<file path="config.mk">
export PLATFORM = sky130hd
export DESIGN_NAME = uart_rx_fifo
export DESIGN_NICKNAME = d
export VERILOG_FILES = /design/src/rtl/uart_pkg.sv /design/src/rtl/sync_fifo.sv /design/src/rtl/uart_rx_fifo.sv
export SDC_FILE = /design/constraint.sdc
export NUM_CORES = 1
export LEC_CHECK = 0
export ABC_AREA = 0
export ABC_CLOCK_PERIOD_IN_PS = 3400
export BUFFER_PORTS_ARGS = -buffer_cell sky130_fd_sc_hd__buf_2
export CELL_PAD_IN_SITES_DETAIL_PLACEMENT = 1
export CELL_PAD_IN_SITES_GLOBAL_PLACEMENT = 2
export CORE_UTILIZATION = 41
export DETAILED_ROUTE_END_ITERATION = 16
export PLACE_DENSITY_LB_ADDON = 0.3
export SLEW_MARGIN = 10
export SYNTH_ARGS = -nofsm -noshare
export SYNTH_HDL_FRONTEND = slang
export SYNTH_SLANG_ARGS = --single-unit
</file>
<file path="constraint.sdc">
create_clock -name clk -period 3.4 [get_ports clk]
set_input_delay 0.17 -clock clk [delete_from_list [all_inputs] [get_ports clk]]
set_output_delay 0.17 -clock clk [all_outputs]
set_load 0.02 [all_outputs]
</file>
<file path="src/rtl/uart_pkg.sv">
// uart_pkg
// Types and constants shared by the f8 UART receiver and transmitter.
//   uart_rx_state_t : receiver frame state (IDLE, START, DATA, STOP)
//   UART_DATA_BITS  : data bits per 8N1 frame
`timescale 1ns/1ps
package uart_pkg;
    typedef enum logic [1:0] {
        IDLE  = 2'd0,
        START = 2'd1,
        DATA  = 2'd2,
        STOP  = 2'd3
    } uart_rx_state_t;

    localparam int UART_DATA_BITS = 8;
endpackage

</file>
<file path="src/rtl/sync_fifo.sv">
// sync_fifo
// Generic single-clock first-word-fall-through FIFO. The head entry is
// presented on rd_data whenever the FIFO is non-empty and reads as zero
// when it is empty.
// Ports:
//   clk, reset  : clock, synchronous active-high reset (empties the FIFO)
//   push        : write wr_data; accepted when not full, or when full
//                 together with a same-cycle pop
//   wr_data     : data to write
//   pop         : remove head entry; ignored when empty
//   rd_data     : head entry
//   full, empty : occupancy status
//   level       : exact number of stored entries (0..DEPTH)
`timescale 1ns/1ps
module sync_fifo #(
    parameter int WIDTH = 8,
    parameter int DEPTH = 4
) (
    input  logic                       clk,
    input  logic                       reset,
    input  logic                       push,
    input  logic [WIDTH-1:0]           wr_data,
    input  logic                       pop,
    output logic [WIDTH-1:0]           rd_data,
    output logic                       full,
    output logic                       empty,
    output logic [$clog2(DEPTH):0]     level
);
    localparam int PTR_W = $clog2(DEPTH);
    localparam int LVL_W = PTR_W + 1;

    logic [WIDTH-1:0] mem_q [DEPTH];
    logic [PTR_W-1:0] wr_ptr_q, wr_ptr_d;
    logic [PTR_W-1:0] rd_ptr_q, rd_ptr_d;
    logic [LVL_W-1:0] level_q, level_d;
    logic             push_ok;
    logic             pop_ok;

    assign empty   = (level_q == '0);
    assign full    = (level_q == LVL_W'(DEPTH));
    assign level   = level_q;
    assign rd_data = empty ? '0 : mem_q[rd_ptr_q];

    // When full, the slot being written is the head being popped in the
    // same cycle, so the write is safe.
    assign pop_ok  = pop & ~empty;
    assign push_ok = push & (~full | pop_ok);

    always_comb begin
        wr_ptr_d = wr_ptr_q;
        rd_ptr_d = rd_ptr_q;
        level_d  = level_q;
        // Pointer width equals log2(DEPTH), so increments wrap naturally.
        if (push_ok) wr_ptr_d = wr_ptr_q + PTR_W'(1);
        if (pop_ok)  rd_ptr_d = rd_ptr_q + PTR_W'(1);
        case ({push_ok, pop_ok})
            2'b10:   level_d = level_q + LVL_W'(1);
            2'b01:   level_d = level_q - LVL_W'(1);
            default: level_d = level_q;
        endcase
    end

    always_ff @(posedge clk) begin
        if (reset) begin
            wr_ptr_q <= '0;
            rd_ptr_q <= '0;
            level_q  <= '0;
        end else begin
            wr_ptr_q <= wr_ptr_d;
            rd_ptr_q <= rd_ptr_d;
            level_q  <= level_d;
        end
    end

    // Storage carries no reset; stale contents are never visible because
    // rd_data is gated by empty.
    always_ff @(posedge clk) begin
        if (push_ok) mem_q[wr_ptr_q] <= wr_data;
    end
endmodule

</file>
<file path="src/rtl/uart_rx_fifo.sv">
// uart_rx_fifo
// 8N1 UART receiver for the f8 RX pad. The asynchronous line is brought in
// through a 2-FF synchronizer, sampled at mid-bit, and completed bytes are
// buffered in a small FWFT FIFO drained through a valid/ready port.
// Ports:
//   clk, reset  : clock, synchronous active-high reset
//   rx          : asynchronous serial input, idles high
//   rd_data     : FIFO head byte (valid while rd_valid)
//   rd_valid    : FIFO non-empty
//   rd_ready    : pop head when rd_valid & rd_ready
//   fifo_level  : FIFO occupancy
//   busy        : receiver is inside a frame
//   frame_err   : sticky, stop bit sampled low
//   overrun     : sticky, byte dropped because the FIFO was full
//   err_clr     : one-cycle pulse clearing both sticky flags
`timescale 1ns/1ps
module uart_rx_fifo
    import uart_pkg::*;
#(
    parameter int CLKS_PER_BIT = 260,
    parameter int FIFO_DEPTH   = 4
) (
    input  logic                          clk,
    input  logic                          reset,
    input  logic                          rx,
    output logic [UART_DATA_BITS-1:0]     rd_data,
    output logic                          rd_valid,
    input  logic                          rd_ready,
    output logic [$clog2(FIFO_DEPTH):0]   fifo_level,
    output logic                          busy,
    output logic                          frame_err,
    output logic                          overrun,
    input  logic                          err_clr
);
    localparam int CNT_W = $clog2(CLKS_PER_BIT);
    localparam int IDX_W = $clog2(UART_DATA_BITS);
    localparam logic [CNT_W-1:0] CNT_HALF = CNT_W'(CLKS_PER_BIT / 2 - 1);
    localparam logic [CNT_W-1:0] CNT_LAST = CNT_W'(CLKS_PER_BIT - 1);
    localparam logic [IDX_W-1:0] IDX_LAST = IDX_W'(UART_DATA_BITS - 1);

    uart_rx_state_t            state_q, state_d;
    logic [CNT_W-1:0]          cnt_q, cnt_d;
    logic [IDX_W-1:0]          bitidx_q, bitidx_d;
    logic [UART_DATA_BITS-1:0] shift_q, shift_d;
    logic                      meta_q, rs_q, prev_q;
    logic                      frame_err_q, overrun_q;
    logic                      push, pop, full, empty;
    logic                      set_ferr, set_ovr;

    assign pop       = rd_valid & rd_ready;
    assign rd_valid  = ~empty;
    assign busy      = (state_q != IDLE);
    assign frame_err = frame_err_q;
    assign overrun   = overrun_q;

    always_comb begin
        state_d  = state_q;
        cnt_d    = cnt_q;
        bitidx_d = bitidx_q;
        shift_d  = shift_q;
        push     = 1'b0;
        set_ferr = 1'b0;
        set_ovr  = 1'b0;
        case (state_q)
            IDLE: begin
                // Edge, not level: a line stuck low starts nothing.
                if (prev_q && !rs_q) begin
                    state_d = START;
                    cnt_d   = '0;
                end
            end
            START: begin
                if (cnt_q == CNT_HALF) begin
                    if (!rs_q) begin
                        state_d  = DATA;
                        cnt_d    = '0;
                        bitidx_d = '0;
                    end else begin
                        state_d = IDLE;
                    end
                end else begin
                    cnt_d = cnt_q + CNT_W'(1);
                end
            end
            DATA: begin
                if (cnt_q == CNT_LAST) begin
                    cnt_d    = '0;
                    shift_d  = {rs_q, shift_q[UART_DATA_BITS-1:1]};
                    bitidx_d = bitidx_q + IDX_W'(1);
                    if (bitidx_q == IDX_LAST) state_d = STOP;
                end else begin
                    cnt_d = cnt_q + CNT_W'(1);
                end
            end
            STOP: begin
                // Leave at mid-stop so a following start edge is not missed.
                if (cnt_q == CNT_LAST) begin
                    state_d = IDLE;
                    if (rs_q) begin
                        if (!full || pop) push    = 1'b1;
                        else              set_ovr = 1'b1;
                    end else begin
                        set_ferr = 1'b1;
                    end
                end else begin
                    cnt_d = cnt_q + CNT_W'(1);
                end
            end
            default: state_d = IDLE;
        endcase
    end

    always_ff @(posedge clk) begin
        if (reset) begin
            meta_q      <= 1'b1;
            rs_q        <= 1'b1;
            prev_q      <= 1'b1;
            state_q     <= IDLE;
            cnt_q       <= '0;
            bitidx_q    <= '0;
            shift_q     <= '0;
            frame_err_q <= 1'b0;
            overrun_q   <= 1'b0;
        end else begin
            meta_q      <= rx;
            rs_q        <= meta_q;
            prev_q      <= rs_q;
            state_q     <= state_d;
            cnt_q       <= cnt_d;
            bitidx_q    <= bitidx_d;
            shift_q     <= shift_d;
            // A set in the same cycle as err_clr wins.
            frame_err_q <= (frame_err_q & ~err_clr) | set_ferr;
            overrun_q   <= (overrun_q & ~err_clr) | set_ovr;
        end
    end

    sync_fifo #(
        .WIDTH (UART_DATA_BITS),
        .DEPTH (FIFO_DEPTH)
    ) u_fifo (
        .clk     (clk),
        .reset   (reset),
        .push    (push),
        .wr_data (shift_q),
        .pop     (pop),
        .rd_data (rd_data),
        .full    (full),
        .empty   (empty),
        .level   (fifo_level)
    );
endmodule
</file>
==> flow_summary.json, run 1 <==
{
  "routabilityCongestion": 0.756,
  "worst_pin_slew_ns": 0.732,
  "power_switching_uw": 331,
  "cp_slowest_cell": "or4b_2",
  "finalWirelength_um": 5380,
  "grt_max_degree": 34,
  "tritoncts": "built",
  "syn_area_per_cell_um2": 12.5,
  "gr-total-overflow": 0,
  "timing.final.max_slew_violations": 0,
  "cts_setup_buffers": 0,
  "synthMostInstantiatedCell": "dfxtp_1",
  "antenna_violating_nets_post_route": 0,
  "crit_type": "flip-flop to flip-flop",
  "p_total_uw": 1530,
  "die_w_um": 86.5,
  "holdPathStages": 3,
  "initial_core_util_pct": 42.9,
  "antenna_found_initial": 0,
  "synth.top_cells.by_area": "edfxtp_1 (33%), dfxtp_1 (25%), mux4_2 (6.2%)",
  "row_count": 30,
  "totalNegativeSetupSlack_ns": 0,
  "worstReg2RegStart": "u_fifo.level[0]",
  "hold_path.startpoint": "err_clr",
  "dominantRegCellSynth": "dfxtp_1",
  "flow.area_growth_from_synthesis_pct": 12.1,
  "report.final.hold_viol_count": 0,
  "synth.cell_area_mm2": 0.00293,
  "register_area_share_after_synthesis_pct": 57.4,
  "cellInternalPower_uw": 1200,
  "finalCriticalPeriod_ns": 2.69,
  "wire_length_of_the_first_global_routing_pass_um": 8830,
  "worst_slew_margin_rel_pct": 50.7,
  "p_comb_share_pct": 1.8,
  "power_leakage_uw": 0.00121,
  "num-nets-final": 271,
  "cts_buffer_depth": 2,
  "critical_path_required_ns": 3.67,
  "power.share.clock_pct": 42.5,
  "critPathLaunchType": "flip-flop",
  "grt_setup_unrepaired": "false",
  "synth.distinct_cells": 43,
  "cts_hold_repair.buffers": 1,
  "syn_inst": 234,
  "netSwitchingFraction_pct": 21.6,
  "floorplan.die.height_um": 86.5,
  "routed_via_density": 5.06,
  "synth_top_cell_area_share_pct": 32.8,
  "cpPeakStageDelay_ns": 0.70,
  "cts.sink_count": 68,
  "wp_data_arrival_ns": 2.96,
  "synth-edff-count": 32,
  "crit-reg2reg-capture": "u_fifo.level[2]",
  "wire_per_inst_um": 15.1,
  "final_cycle_utilization_of_the_critical_path_pct": 79.1,
  "ys.warnings.count": 0,
  "track_usage_pct": 16.0,
  "critical_path.startpoint": "u_fifo.level[0]",
  "worst_path_dominant_cell_family": "simple AND/OR/NAND/NOR gates",
  "power_density_mw_per_mm2": 466,
  "cts.htree.levels": 3,
  "ys_seq_elements": 68,
  "maxCapViolations": 0,
  "critical_path.endpoint_type": "flip-flop",
  "place.port_buffers": 19,
  "status": "finished clean",
  "setup.reg_to_reg.worst_slack_ns": 0.71,
  "layout-drive-gt1-share_pct": 21.5,
  "critical_path_buf_inv_count": 2,
  "vias_in_the_first_global_route": 1763,
  "area_inside_the_core_boundary_mm2": 0.00683,
  "synth.top_cells.by_count": "dfxtp_1 (36), edfxtp_1 (32), nor2_1 (28), inv_1 (12), mux2i_1 (12)",
  "post-route-cell-area_mm2": 0.00328,
  "final.setup.worst_slack_ns": 0.710,
  "cts-buffers-inserted": 9,
  "fill_cells": 764,
  "clk_pin_slew_worst_paths_ns": 0.08,
  "hpwl_um": 3720,
  "insertion_delay_ns": 0.34,
  "synth.largest_area_cell": "edfxtp_1",
  "worstPathCellList": "or4b_2 > and3_1 > inv_1 > ha_1 > inv_1 > fa_1 > xor2_1 > or3_1 > a21oi_1",
  "num_antenna_cells": 0,
  "clockRootBuffer": "clkbuf_8",
  "max_clock_freq_mhz": 372,
  "dpl_cell_area_mm2": 0.00308,
  "critPathMostFrequentCell": "inv_1",
  "hold_path_end": "frame_err",
  "post_cts_repair_resize_count": 0,
  "drt_iter0_markers": 54,
  "seq_power_share_pct": 55.8,
  "via_count": 1807,
  "critPathMaxFanout": 7,
  "drtPass1Iterations": 4,
  "min-delay-path-class": "primary input to flip-flop",
  "irDropWorstVdd_uv": 171,
  "clock-skew-final_ns": 0.00776,
  "dpl_worst_slack_ns": 0.692,
  "hold_ws_ns": 0.0897,
  "postSynthNetCount": 249,
  "r2r_cells": 9,
  "drt_drc_violations_left": 0,
  "number_of_failing_setup_endpoints_in_the_final_timing_report": 0,
  "io_count": 20,
  "asyncSetResetFlopFracSynth_pct": 0,
  "fp.dieArea_mm2": 0.00749
}
## worst register-to-register path, delay by kind of cell, from the launching register on
kind,cells,cell delay (ns)
fa+ha+maj,2,0.54
buf+inv,2,0.14
flops,1,0.35
xor+xnor,1,0.16
simple gates,3,1.30
compound gates,1,0.15
## cell usage in the layout, fill, tap and decap left out, types with 4 or more instances in the layout
cell type   n
inv_1      12
ha_1        9
a21oi_1     9
nand4_1     4
or2_2       5
nor2_1     28
xor2_1      8
and2_2      4
o31ai_1     4
edfxtp_1   32
nand2_1     4
and3_1      5
dfxtp_1    36
clkbuf_8    9
or3_1       4
and2_1      9
mux4_2      8
mux2i_1    12
buf_2      19
## power by group through the flow
stage | logic (uW) | clock network (uW) | registers [uW]
2_1_floorplan | 18.3 | 0 | 871
3_5_place_dp | 26.5 | 0 | 871
6_report | 26.9 | 650 | 853
4_1_cts | 27.7 | 669 | 853
5_1_grt | 30.0 | 701 | 853
3_3_place_gp | 26.7 | 0 | 871
## registers in the layout, indices dropped and copies added (netlist names), named ones only
name and cells:
shift_q 8, overrun 1, prev_q 1, u_fifo.level 3, state_q 1, u_fifo.wr_ptr_q 2
u_fifo.rd_ptr_q 2, frame_err 1, meta_q 1, cnt_q 9, rs_q 1, bitidx_q 3
u_fifo.mem_q 32
## layout make-up
cell class | count | area, um2 | share of cell area [%]
Clock inverter | 6 | 63.8 | 1.94
Timing Repair Buffer | 20 | 105 | 3.20
Tap cell | 96 | 120 | 3.66
Multi-Input combinational cell | 145 | 1140 | 34.7
Clock buffer | 10 | 128 | 3.89
Inverter | 12 | 45.0 | 1.37
Sequential cell | 68 | 1680 | 51.2
## logic make-up after synthesis
family,Yosys count,synth area share (%)
DFF,68,57.4
xor gates and xnor gates,10,2.99
adders and majority gates,10,4.53
AOI/OAI and AO/OA,23,5.17
muxes,20,10.3
buffers and inverters,21,3.67
and+or+nand+nor,82,16.0
## per-layer routing
metal / share of wire [%] / track usage (%)
met5: 0 / 0
met4: 1.5 / 6.82
met3: 3.1 / 5.05
met2: 48 / 26.4
met1: 47 / 19.3
## through the flow
step,util (%),std cells
floorplan,-,234
global placement,45.1,340
detailed placement,45.1,340
CTS,48.1,357
global route,48.1,357
finish,48.1,357
## worst max path at each step
stage	slack, ns	endpoint	cells after the start
after floorplan	0.75	u_fifo.level[2]	10
after global placement	0.77	u_fifo.level[2]	9
after detailed placement	0.69	u_fifo.level[2]	9
after CTS	0.67	u_fifo.level[2]	9
after global routing	0.51	u_fifo.level[2]	10
final	0.71	u_fifo.level[2]	9
(Power assumes the default switching activity.)
==> run 2: changes to the inputs <==
Settings changed: ABC_CLOCK_PERIOD_IN_PS 3400 to 2800.
Clock period 3.4 ns to 2.8 ns, I/O delays scaled along.
==> flow_summary.json, run 2 (synthesis gave the netlist of run 1 again) <==
{
  "worst_path_dominant_cell_family": "simple AND/OR/NAND/NOR gates",
  "wire_length_of_the_first_global_routing_pass_um": 8850,
  "layout-drive-gt1-share_pct": 22.4,
  "vias_in_the_first_global_route": 1757,
  "worstPathCellList": "or4b_2 > and3_1 > inv_1 > ha_1 > inv_1 > fa_1 > xor2_1 > or3_1 > a21oi_1",
  "initial_core_util_pct": 42.9,
  "cp_slowest_cell": "or4b_2",
  "insertion_delay_ns": 0.34,
  "routed_via_density": 4.98,
  "critical_path_buf_inv_count": 2,
  "totalNegativeSetupSlack_ns": 0,
  "min-delay-path-class": "primary input to flip-flop",
  "tritoncts": "built",
  "power_density_mw_per_mm2": 590,
  "critical_path_required_ns": 3.07,
  "finalWirelength_um": 5420,
  "cts.htree.levels": 3,
  "crit_type": "flip-flop to flip-flop",
  "most_used_cells_in_the_layout_excluding_fill_and_tap_cells": "dfxtp_1 (36), edfxtp_1 (32), nor2_1 (28)",
  "max_clock_freq_mhz": 387,
  "num-nets-final": 273,
  "top_register": "u_fifo.mem_q",
  "p_comb_share_pct": 1.6,
  "cts.sink_count": 68,
  "finalCriticalPeriod_ns": 2.58,
  "grt_max_degree": 34,
  "number_of_failing_setup_endpoints_in_the_final_timing_report": 0,
  "groute.layer.met1.usage_pct": 19.5,
  "power_switching_uw": 415,
  "antenna_violating_nets_post_route": 0,
  "maxCapViolations": 0,
  "clockRootBuffer": "clkbuf_8",
  "report.final.hold_viol_count": 0,
  "clk_pin_slew_worst_paths_ns": 0.07,
  "cts_buffer_depth": 2,
  "top_usage_layer": "met2",
  "final_cycle_utilization_of_the_critical_path_pct": 92.2,
  "drt_drc_violations_left": 0,
  "cellInternalPower_uw": 1550,
  "timing.final.max_slew_violations": 0,
  "io_count": 20,
  "critPathMostFrequentCell": "inv_1",
  "antenna_found_initial": 0,
  "hpwl_um": 3730,
  "biggestRegsByFlops": "u_fifo.mem_q x32, cnt_q x9, shift_q x8",
  "setup.reg_to_reg.worst_slack_ns": 0.22,
  "power.share.clock_pct": 45.7,
  "via_count": 1788,
  "layout.core_utilization_pct": 48.7,
  "grtUsageMet3_pct": 5.14,
  "drt_iter0_markers": 65,
  "irDropWorstVdd_uv": 258,
  "status": "finished clean",
  "final_common_cell": "dfxtp_1",
  "clock-skew-final_ns": 0.00882,
  "p_total_uw": 1960,
  "critical_path.endpoint_type": "flip-flop",
  "drtPass1Iterations": 4,
  "cts-buffers-inserted": 9,
  "track_usage_pct": 16.0,
  "netSwitchingFraction_pct": 21.1,
  "critPathMaxFanout": 5,
  "worst_pin_slew_ns": 0.629,
  "place.port_buffers": 19,
  "row_count": 30,
  "cpPeakStageDelay_ns": 0.69,
  "critPathLaunchType": "flip-flop",
  "gr-total-overflow": 0,
  "fp.dieArea_mm2": 0.00749,
  "seq_power_share_pct": 52.7,
  "power_leakage_uw": 0.00123,
  "flow.area_growth_from_synthesis_pct": 13.6,
  "grt_setup_unrepaired": "false",
  "worst_slew_margin_rel_pct": 58.1,
  "area_inside_the_core_boundary_mm2": 0.00683,
  "largest_reg_flops": 32,
  "wire_per_inst_um": 15.1,
  "num_antenna_cells": 0,
  "grt_util_met2_pct": 26.7,
  "die_w_um": 86.5,
  "floorplan.die.height_um": 86.5,
  "wp_data_arrival_ns": 2.85,
  "routabilityCongestion": 0.711
}
run 2: cell types whose count changed in the layout (fill, tap and decap cells not counted), sizes merged:
| cell | previous run | this run |
|---|---|---|
| bufinv | 1 | 2 |
| inv | 13 | 14 |
| buf | 19 | 21 |
| clkinv | 2 | 1 |
| clkbuf | 10 | 9 |
run 2: path summary, 6_finish.rpt:
path / start / endpoint / cells past startpoint
worst max-delay path: u_fifo.level[0] / u_fifo.level[2] / 9
worst min-delay path: err_clr / frame_err / 3
worst max register to register: u_fifo.level[0] / u_fifo.level[2] / 9
worst min register to register: meta_q / rs_q / 1
run 2: worst min-delay path: cells and delay by family:
| kind | cells | cell delay (ns) |
|---|---|---|
| and+or+nand+nor | 1 | 0.09 |
| AOI/OAI and AO/OA | 1 | 0.05 |
| buffers and inverters | 1 | 0.08 |
run 2: stage by stage:
| step | std cells | hold WS [ns] | setup WS (ns) | cell area, um2 |
|---|---|---|---|---|
| 2_1_floorplan | 234 | 0.244 | 0.151 | 2930 |
| 3_3_place_gp | 342 | 0.323 | 0.272 | 3100 |
| 3_5_place_dp | 342 | 0.327 | 0.225 | 3100 |
| 4_1_cts | 359 | 0.0528 | 0.197 | 3330 |
| 5_1_grt | 359 | 0.0634 | 0.125 | 3330 |
| 6_report | 359 | 0.0673 | 0.218 | 3330 |
run 2: repair_timing:
action                                 4_1_cts  5_1_grt
setup buffers                                0        0
hold buffers                                 1        0
gates resized for setup                      0        0
endpoints found under the hold margin        1        0
run 2: layer usage:
metal	wire (um)	up-vias	part of all wire, %
met5	0	-	0
met4	70	0	1.3
met3	163	6	3.0
met2	2700	27	50
met1	2490	873	46
li1	-	882	-
run 2: power by group through the flow:
stage | registers, uW | logic, uW | clock network (uW)
2_1_floorplan | 1060 | 22.2 | 0
3_3_place_gp | 1060 | 31.6 | 0
3_5_place_dp | 1060 | 30.9 | 0
4_1_cts | 1040 | 32.1 | 925
5_1_grt | 1040 | 35.1 | 969
6_report | 1040 | 31.6 | 898
run 2: area by class of cell:
type,count,area (um2)
Inverter,12,45.0
Clock buffer,9,124
Multi-Input combinational cell,145,1140
Clock inverter,7,97.6
Tap cell,96,120
Sequential cell,68,1680
Timing Repair Buffer,22,120
Fill cell,752,3500
